$ cat src/rtl/llc_axi_line_writer_if.sv
// ---------------------------------------------------------------------------
// llc_axi_line_writer_if
//   AXI4 write-address, write-data and write-response channels used by the
//   LLC line writer to push one cache line to memory.
//
//   master modport : drives AW*/W*/BREADY, samples AWREADY/WREADY/B*
//   slave  modport : the memory side, mirror image of master
// ---------------------------------------------------------------------------
interface llc_axi_line_writer_if #(
    parameter int ID_WIDTH   = 13,
    parameter int ADDR_WIDTH = 64,
    parameter int DATA_WIDTH = 64
);
    // AW channel
    logic [ID_WIDTH-1:0]     awid;
    logic [ADDR_WIDTH-1:0]   awaddr;
    logic [7:0]              awlen;
    logic [2:0]              awsize;
    logic [1:0]              awburst;
    logic                    awlock;
    logic [3:0]              awcache;
    logic [2:0]              awprot;
    logic                    awvalid;
    logic                    awready;
    // W channel
    logic [DATA_WIDTH-1:0]   wdata;
    logic [DATA_WIDTH/8-1:0] wstrb;
    logic                    wlast;
    logic                    wvalid;
    logic                    wready;
    // B channel
    logic [ID_WIDTH-1:0]     bid;
    logic [1:0]              bresp;
    logic                    bvalid;
    logic                    bready;

    modport master (
        output awid, awaddr, awlen, awsize, awburst, awlock, awcache, awprot, awvalid,
        input  awready,
        output wdata, wstrb, wlast, wvalid,
        input  wready,
        input  bid, bresp, bvalid,
        output bready
    );

    modport slave (
        input  awid, awaddr, awlen, awsize, awburst, awlock, awcache, awprot, awvalid,
        output awready,
        input  wdata, wstrb, wlast, wvalid,
        output wready,
        output bid, bresp, bvalid,
        input  bready
    );
endinterface

$ cat src/rtl/llc_axi_line_writer.sv
// ---------------------------------------------------------------------------
// llc_axi_line_writer
//   Writes one cache line to memory as a single INCR burst of
//   LINE_WIDTH/DATA_WIDTH beats over AXI4. One write outstanding at a time.
//
//   Ports
//     clk, reset     : clock, synchronous active-low reset
//     S_W_VALID/READY: line write request handshake from the LLC side
//     S_W_ADDR       : line byte address (offset bits ignored)
//     S_W_DATA       : line data, lowest 64 bits go to the lowest address
//     S_W_DONE       : one-cycle completion pulse
//     S_W_ERR        : bresp[1] of the completed write, valid with S_W_DONE
//     m_axi          : AXI4 AW/W/B master channels
// ---------------------------------------------------------------------------
module llc_axi_line_writer #(
    parameter int                  ID_WIDTH   = 13,
    parameter int                  ADDR_WIDTH = 64,
    parameter int                  DATA_WIDTH = 64,
    parameter int                  LINE_WIDTH = 512,
    parameter logic [ID_WIDTH-1:0] WRITE_ID   = '0
) (
    input  logic                   clk,
    input  logic                   reset,
    input  logic                   S_W_VALID,
    output logic                   S_W_READY,
    input  logic [ADDR_WIDTH-1:0]  S_W_ADDR,
    input  logic [LINE_WIDTH-1:0]  S_W_DATA,
    output logic                   S_W_DONE,
    output logic                   S_W_ERR,
    llc_axi_line_writer_if.master  m_axi
);

    localparam int BEATS  = LINE_WIDTH / DATA_WIDTH;
    localparam int BEAT_W = (BEATS > 1) ? $clog2(BEATS) : 1;
    localparam int OFF_W  = $clog2(LINE_WIDTH / 8);
    localparam logic [BEAT_W-1:0] LAST_BEAT = BEAT_W'(BEATS - 1);

    typedef enum logic [1:0] {
        IDLE,
        AW,
        W,
        B
    } state_t;

    state_t                 state_q;
    logic [BEAT_W-1:0]      beat_q;
    logic                   ready_q;
    logic                   awvalid_q;
    logic                   wvalid_q;
    logic                   wlast_q;
    logic                   bready_q;
    logic                   done_q;
    logic                   err_q;
    logic [ADDR_WIDTH-1:0]  addr_q;
    logic [LINE_WIDTH-1:0]  line_q;

    logic accept;
    assign accept = S_W_VALID && ready_q;

    // Control FSM; every handshake output is a register updated together
    // with the state so it changes exactly on the transition edge.
    always_ff @(posedge clk) begin
        if (!reset) begin
            state_q   <= IDLE;
            beat_q    <= '0;
            ready_q   <= 1'b0;
            awvalid_q <= 1'b0;
            wvalid_q  <= 1'b0;
            wlast_q   <= 1'b0;
            bready_q  <= 1'b0;
            done_q    <= 1'b0;
            err_q     <= 1'b0;
        end else begin
            done_q <= 1'b0;
            err_q  <= 1'b0;
            case (state_q)
                IDLE: begin
                    ready_q <= 1'b1;
                    if (accept) begin
                        ready_q   <= 1'b0;
                        awvalid_q <= 1'b1;
                        state_q   <= AW;
                    end
                end
                AW: begin
                    if (m_axi.awready) begin
                        awvalid_q <= 1'b0;
                        wvalid_q  <= 1'b1;
                        beat_q    <= '0;
                        wlast_q   <= (LAST_BEAT == '0);
                        state_q   <= W;
                    end
                end
                W: begin
                    if (m_axi.wready) begin
                        if (beat_q == LAST_BEAT) begin
                            // Counter stays on the last beat; it is cleared on the next W entry.
                            wvalid_q <= 1'b0;
                            wlast_q  <= 1'b0;
                            bready_q <= 1'b1;
                            state_q  <= B;
                        end else begin
                            beat_q  <= beat_q + 1'b1;
                            wlast_q <= (beat_q == LAST_BEAT - 1'b1);
                        end
                    end
                end
                B: begin
                    if (m_axi.bvalid) begin
                        bready_q <= 1'b0;
                        done_q   <= 1'b1;
                        err_q    <= m_axi.bresp[1];
                        ready_q  <= 1'b1;
                        state_q  <= IDLE;
                    end
                end
                default: begin
                    state_q   <= IDLE;
                    ready_q   <= 1'b0;
                    awvalid_q <= 1'b0;
                    wvalid_q  <= 1'b0;
                    wlast_q   <= 1'b0;
                    bready_q  <= 1'b0;
                end
            endcase
        end
    end

    // Request capture; held until the next accept so later changes on the
    // request bus cannot leak into an in-flight burst.
    always_ff @(posedge clk) begin
        if (accept) begin
            addr_q <= {S_W_ADDR[ADDR_WIDTH-1:OFF_W], {OFF_W{1'b0}}};
            line_q <= S_W_DATA;
        end
    end

    assign S_W_READY = ready_q;
    assign S_W_DONE  = done_q;
    assign S_W_ERR   = err_q;

    assign m_axi.awid    = WRITE_ID;
    assign m_axi.awaddr  = addr_q;
    assign m_axi.awlen   = 8'(BEATS - 1);
    assign m_axi.awsize  = 3'($clog2(DATA_WIDTH / 8));
    assign m_axi.awburst = 2'b01;
    assign m_axi.awlock  = 1'b0;
    assign m_axi.awcache = 4'b0000;
    assign m_axi.awprot  = 3'b000;
    assign m_axi.awvalid = awvalid_q;

    assign m_axi.wdata   = line_q[int'(beat_q) * DATA_WIDTH +: DATA_WIDTH];
    assign m_axi.wstrb   = '1;
    assign m_axi.wlast   = wlast_q;
    assign m_axi.wvalid  = wvalid_q;

    assign m_axi.bready  = bready_q;

    // Response ID and bresp[0] carry no information for a single-ID master.
    logic unused_ok;
    assign unused_ok = ^{m_axi.bid, m_axi.bresp[0], S_W_ADDR[OFF_W-1:0]};

endmodule

$ cat src/flat_wrapper.sv
// flat-port wrapper written by rule: the top's interface ports become plain ports
module llc_axi_line_writer_flat 
#(
    parameter int                  ID_WIDTH   = 13,
    parameter int                  ADDR_WIDTH = 64,
    parameter int                  DATA_WIDTH = 64,
    parameter int                  LINE_WIDTH = 512,
    parameter logic [ID_WIDTH-1:0] WRITE_ID   = '0
)
  (clk, reset, S_W_VALID, S_W_READY, S_W_ADDR, S_W_DATA, S_W_DONE, S_W_ERR, m_axi_awid, m_axi_awaddr, m_axi_awlen, m_axi_awsize, m_axi_awburst, m_axi_awlock, m_axi_awcache, m_axi_awprot, m_axi_awvalid, m_axi_awready, m_axi_wdata, m_axi_wstrb, m_axi_wlast, m_axi_wvalid, m_axi_wready, m_axi_bid, m_axi_bresp, m_axi_bvalid, m_axi_bready);
  llc_axi_line_writer_if #(.ID_WIDTH(ID_WIDTH), .ADDR_WIDTH(ADDR_WIDTH), .DATA_WIDTH(DATA_WIDTH)) m_axi_i ();
  input  logic clk;
  input  logic reset;
  input  logic S_W_VALID;
  output logic S_W_READY;
  input  logic [ADDR_WIDTH-1:0] S_W_ADDR;
  input  logic [LINE_WIDTH-1:0] S_W_DATA;
  output logic S_W_DONE;
  output logic S_W_ERR;
  output wire logic [$bits(m_axi_i.awid)-1:0] m_axi_awid;
  output wire logic [$bits(m_axi_i.awaddr)-1:0] m_axi_awaddr;
  output wire logic [$bits(m_axi_i.awlen)-1:0] m_axi_awlen;
  output wire logic [$bits(m_axi_i.awsize)-1:0] m_axi_awsize;
  output wire logic [$bits(m_axi_i.awburst)-1:0] m_axi_awburst;
  output wire logic [$bits(m_axi_i.awlock)-1:0] m_axi_awlock;
  output wire logic [$bits(m_axi_i.awcache)-1:0] m_axi_awcache;
  output wire logic [$bits(m_axi_i.awprot)-1:0] m_axi_awprot;
  output wire logic [$bits(m_axi_i.awvalid)-1:0] m_axi_awvalid;
  input wire logic [$bits(m_axi_i.awready)-1:0] m_axi_awready;
  output wire logic [$bits(m_axi_i.wdata)-1:0] m_axi_wdata;
  output wire logic [$bits(m_axi_i.wstrb)-1:0] m_axi_wstrb;
  output wire logic [$bits(m_axi_i.wlast)-1:0] m_axi_wlast;
  output wire logic [$bits(m_axi_i.wvalid)-1:0] m_axi_wvalid;
  input wire logic [$bits(m_axi_i.wready)-1:0] m_axi_wready;
  input wire logic [$bits(m_axi_i.bid)-1:0] m_axi_bid;
  input wire logic [$bits(m_axi_i.bresp)-1:0] m_axi_bresp;
  input wire logic [$bits(m_axi_i.bvalid)-1:0] m_axi_bvalid;
  output wire logic [$bits(m_axi_i.bready)-1:0] m_axi_bready;
  assign m_axi_awid = m_axi_i.awid;
  assign m_axi_awaddr = m_axi_i.awaddr;
  assign m_axi_awlen = m_axi_i.awlen;
  assign m_axi_awsize = m_axi_i.awsize;
  assign m_axi_awburst = m_axi_i.awburst;
  assign m_axi_awlock = m_axi_i.awlock;
  assign m_axi_awcache = m_axi_i.awcache;
  assign m_axi_awprot = m_axi_i.awprot;
  assign m_axi_awvalid = m_axi_i.awvalid;
  assign m_axi_i.awready = m_axi_awready;
  assign m_axi_wdata = m_axi_i.wdata;
  assign m_axi_wstrb = m_axi_i.wstrb;
  assign m_axi_wlast = m_axi_i.wlast;
  assign m_axi_wvalid = m_axi_i.wvalid;
  assign m_axi_i.wready = m_axi_wready;
  assign m_axi_i.bid = m_axi_bid;
  assign m_axi_i.bresp = m_axi_bresp;
  assign m_axi_i.bvalid = m_axi_bvalid;
  assign m_axi_bready = m_axi_i.bready;
  llc_axi_line_writer #(.ID_WIDTH(ID_WIDTH), .ADDR_WIDTH(ADDR_WIDTH), .DATA_WIDTH(DATA_WIDTH), .LINE_WIDTH(LINE_WIDTH), .WRITE_ID(WRITE_ID)) u_core (.clk(clk), .reset(reset), .S_W_VALID(S_W_VALID), .S_W_READY(S_W_READY), .S_W_ADDR(S_W_ADDR), .S_W_DATA(S_W_DATA), .S_W_DONE(S_W_DONE), .S_W_ERR(S_W_ERR), .m_axi(m_axi_i));
endmodule
$ cat config.mk
export PLATFORM = sky130hd
export DESIGN_NAME = llc_axi_line_writer_flat
export DESIGN_NICKNAME = d
export VERILOG_FILES = /design/src/rtl/llc_axi_line_writer_if.sv /design/src/rtl/llc_axi_line_writer.sv /design/src/flat_wrapper.sv
export SDC_FILE = /design/constraint.sdc
export NUM_CORES = 1
export LEC_CHECK = 0
export CAP_MARGIN = 10
export CORE_AREA = 2 2 306 308
export CTS_BUF_LIST = sky130_fd_sc_hd__clkbuf_16
export CTS_CLUSTER_DIAMETER = 80
export DETAILED_ROUTE_END_ITERATION = 7
export DIE_AREA = 0 0 308 310
export SYNTH_ARGS = -nofsm -noshare
export SYNTH_HDL_FRONTEND = slang
export SYNTH_SLANG_ARGS = --single-unit
$ cat constraint.sdc
create_clock -name clk -period 15.85 [get_ports clk]
set_input_delay 3.17 -clock clk [delete_from_list [all_inputs] [get_ports clk]]
set_output_delay 3.17 -clock clk [all_outputs]
set_load 0.005 [all_outputs]
==> results_dict.tcl <==
set metrics [dict create \
    required_ns 12.68 \
    crit_chain "buf_4 > buf_4 > mux4_2 > mux2_2 > clkdlybuf4s50_1" \
    area_delta_synth_final_pct 47.59 \
    cp.arrival_ns 4.20 \
    path_common_cell "buf_4" \
    fin_nets 2276 \
    ant_nets 0 \
    dieArea_um2 95480 \
    totalWireLength_um 58370 \
    gp_congestion 0.7985 \
    worst_slew_pin_slew_ns 1.220 \
    post_cts_buffers 0 \
    async_reset_ff_share_pct 0 \
    clock_path_buffers 3 \
    synthCells 921 \
    end_kind "output pin" \
    post-route-period-util_pct 46.49 \
    min_path_type "register to register" \
    cpPeakStageDelay_ns 0.89 \
    cts_tree "yes" \
    yosysSeqAreaShare_pct 79.01 \
    slew_violations 0 \
    grt_max_degree 180 \
    dr.pass1.iters 7 \
    wl_per_cell_um 19.94 \
    max_freq_ghz 0.1357 \
    first_iter_violations 748 \
    grt_remaining_overflow 0 \
    cellLeakagePower_nw 10.54 \
    timing.slew.headroom_pct 18.67 \
    grt_pass1_vias 12907 \
    io_pins 774 \
    r2r_slack_ns 11.77 \
    hpwlAfterDp_um 41900 \
    ctsRootBufferMaster "clkbuf_16" \
    via_per_inst 4.029 \
    drc 0 \
    antenna_found_initial 13 \
    fin_crit_ns 7.369 \
    clk_pin_slew_worst_paths_ns 0.05 \
    numPortBuffers 705 \
    grt_pass1_wl_um 82100 \
    start_util_pct 23.75 \
    ctsHoldBuffers 0 \
    synth_ff_type "edfxtp_1" \
    grtUsageTotal_pct 11.72 \
    htree_num_levels 3 \
    pre_cts_ws_ns 8.420 \
    post_route_cells_drive_above_1_share_pct 17.61 \
    start_kind "register" \
    finalSetupViolCount 0 \
    ys_ff_latch 582 \
    rows 112 \
    crit_type "register to output pin" \
    avgSynthCellArea_um2 23.85 \
    cpMaxStageDelayCell "dfxtp_4" \
    die_y_um 310 \
    die_w_um 308 \
    finClkSkew_ns 0.01720 \
    cap_violations 0 \
    synth_warnings 0 \
    setup_tns_ns 0 \
    via_count 11797 \
    fin_util_pct 35.06 \
    core_um2 92490 \
    clkLatencyLatePin_ns 0.61 \
    synth_cell_types 31 \
    p_per_area_nw_per_um2 125.5 \
    numCtsBuffers 69 \
    cts-resized-gates 0 \
    synth_edf_count 570 \
    vdd_drop_max_mv 0.09792 \
    setup_ws_ns 8.481 \
    cp_max_fo 38 \
    rsz0062_at_grt "false" \
    status "complete, no violations" \
    final_hold_viol_count 0 \
    clock-sinks 582 \
    synth.cell_area_um2 21970 \
]
final timing paths:
path,start,endpoint,cells after the start
worst max register to register,u_core.S_W_READY,u_core.line_q[215],5
worst min register to register,u_core.m_axi.wvalid,u_core.m_axi.wvalid,2
worst min-delay path,u_core.m_axi.wvalid,u_core.m_axi.wvalid,2
worst max-delay path,u_core.beat_q[0],m_axi_wdata[49],5
power by group:
| group | switching [W] | internal (W) |
|---|---|---|
| clock network | 0.000608 | 0.000893 |
| registers | 0.0000584 | 0.00195 |
| logic | 0.000242 | 0.000318 |
through the flow:
step                power (W)  instances  hold slack [ns]  instance area, µm²
floorplan            0.002412        967           0.4735               22140
global placement     0.002582       2796           0.4881               30230
detailed placement   0.002608       2796           0.4851               30230
CTS                  0.004132       2918           0.4930               32400
global route         0.004234       2927           0.5332               32420
finish               0.004068       2928           0.4896               32420
state kept, by name (all words and copies together) (netlist names), 2 cells and up:
name	count
u_core.m_axi.awaddr	58
u_core.beat_q	3
u_core.line_q	512
u_core.state_q	2
Yosys cell counts, types with 6 or more instances:
cell / count / share of area [%]
buf_2: 6 / 0.14
buf_4: 48 / 1.6
mux4_2: 128 / 13
nor2_1: 10 / 0.17
buf_6: 10 / 0.51
clkbuf_1: 17 / 0.29
mux2_2: 64 / 3.3
edfxtp_1: 570 / 78
ha_1: 9 / 0.51
dfxtp_1: 12 / 1.1
inv_1: 6 / 0.10
a21oi_1: 6 / 0.14
cell families (layout without fill, tap and decap cells):
family,Yosys count,in the layout,synth area share (%)
AO/OA/AOI/OAI,13,13,0.4899
buffers and inverters,91,845,2.751
flip-flops,582,582,79.01
other,2,58,0.03419
AND/OR/NAND/NOR,29,29,0.6607
multiplexers,195,195,16.54
adder cells (fa/ha/maj),9,9,0.5126
critical path: cells and delay by family (launching register included):
family                 cells  cell delay (ns)
flip-flops                 1             0.89
buffers and inverters      3             1.75
multiplexers               2             0.92
cell type report:
class,instances,area (µm²)
inverter,7,33.78
tap,1197,1498
fill,8658,60070
clock inverter,51,390.4
multi-input combinational,294,4179
antenna,10,25.02
timing repair buffer,716,7152
sequential,582,17370
clock buffer,71,1777
layer usage:
layer	part of all wire, %	track usage [%]	wire [µm]	vias to the layer above
met5	0.11	0	66	-
met4	3.0	5.275	1756	8
met3	7.7	4.032	4490	108
met2	53	20.68	30910	470
met1	36	12.69	21150	5939
li1	-	-	-	5272
cell usage in the layout (no fill, tap or decap), types with 5 or more instances in the layout:
master	instances
clkdlybuf4s50_1	705
edfxtp_1	570
mux4_2	128
clkbuf_16	71
mux2_2	64
conb_1	48
inv_1	26
diode_2	10
nor2_1	10
buf_4	10
ha_1	9
clkinv_2	9
dfxtp_1	9
clkinv_1	8
a21oi_1	6
nor2b_1	5
bufinv_16	5
No activity file was read; power rests on OpenSTA's default activity.
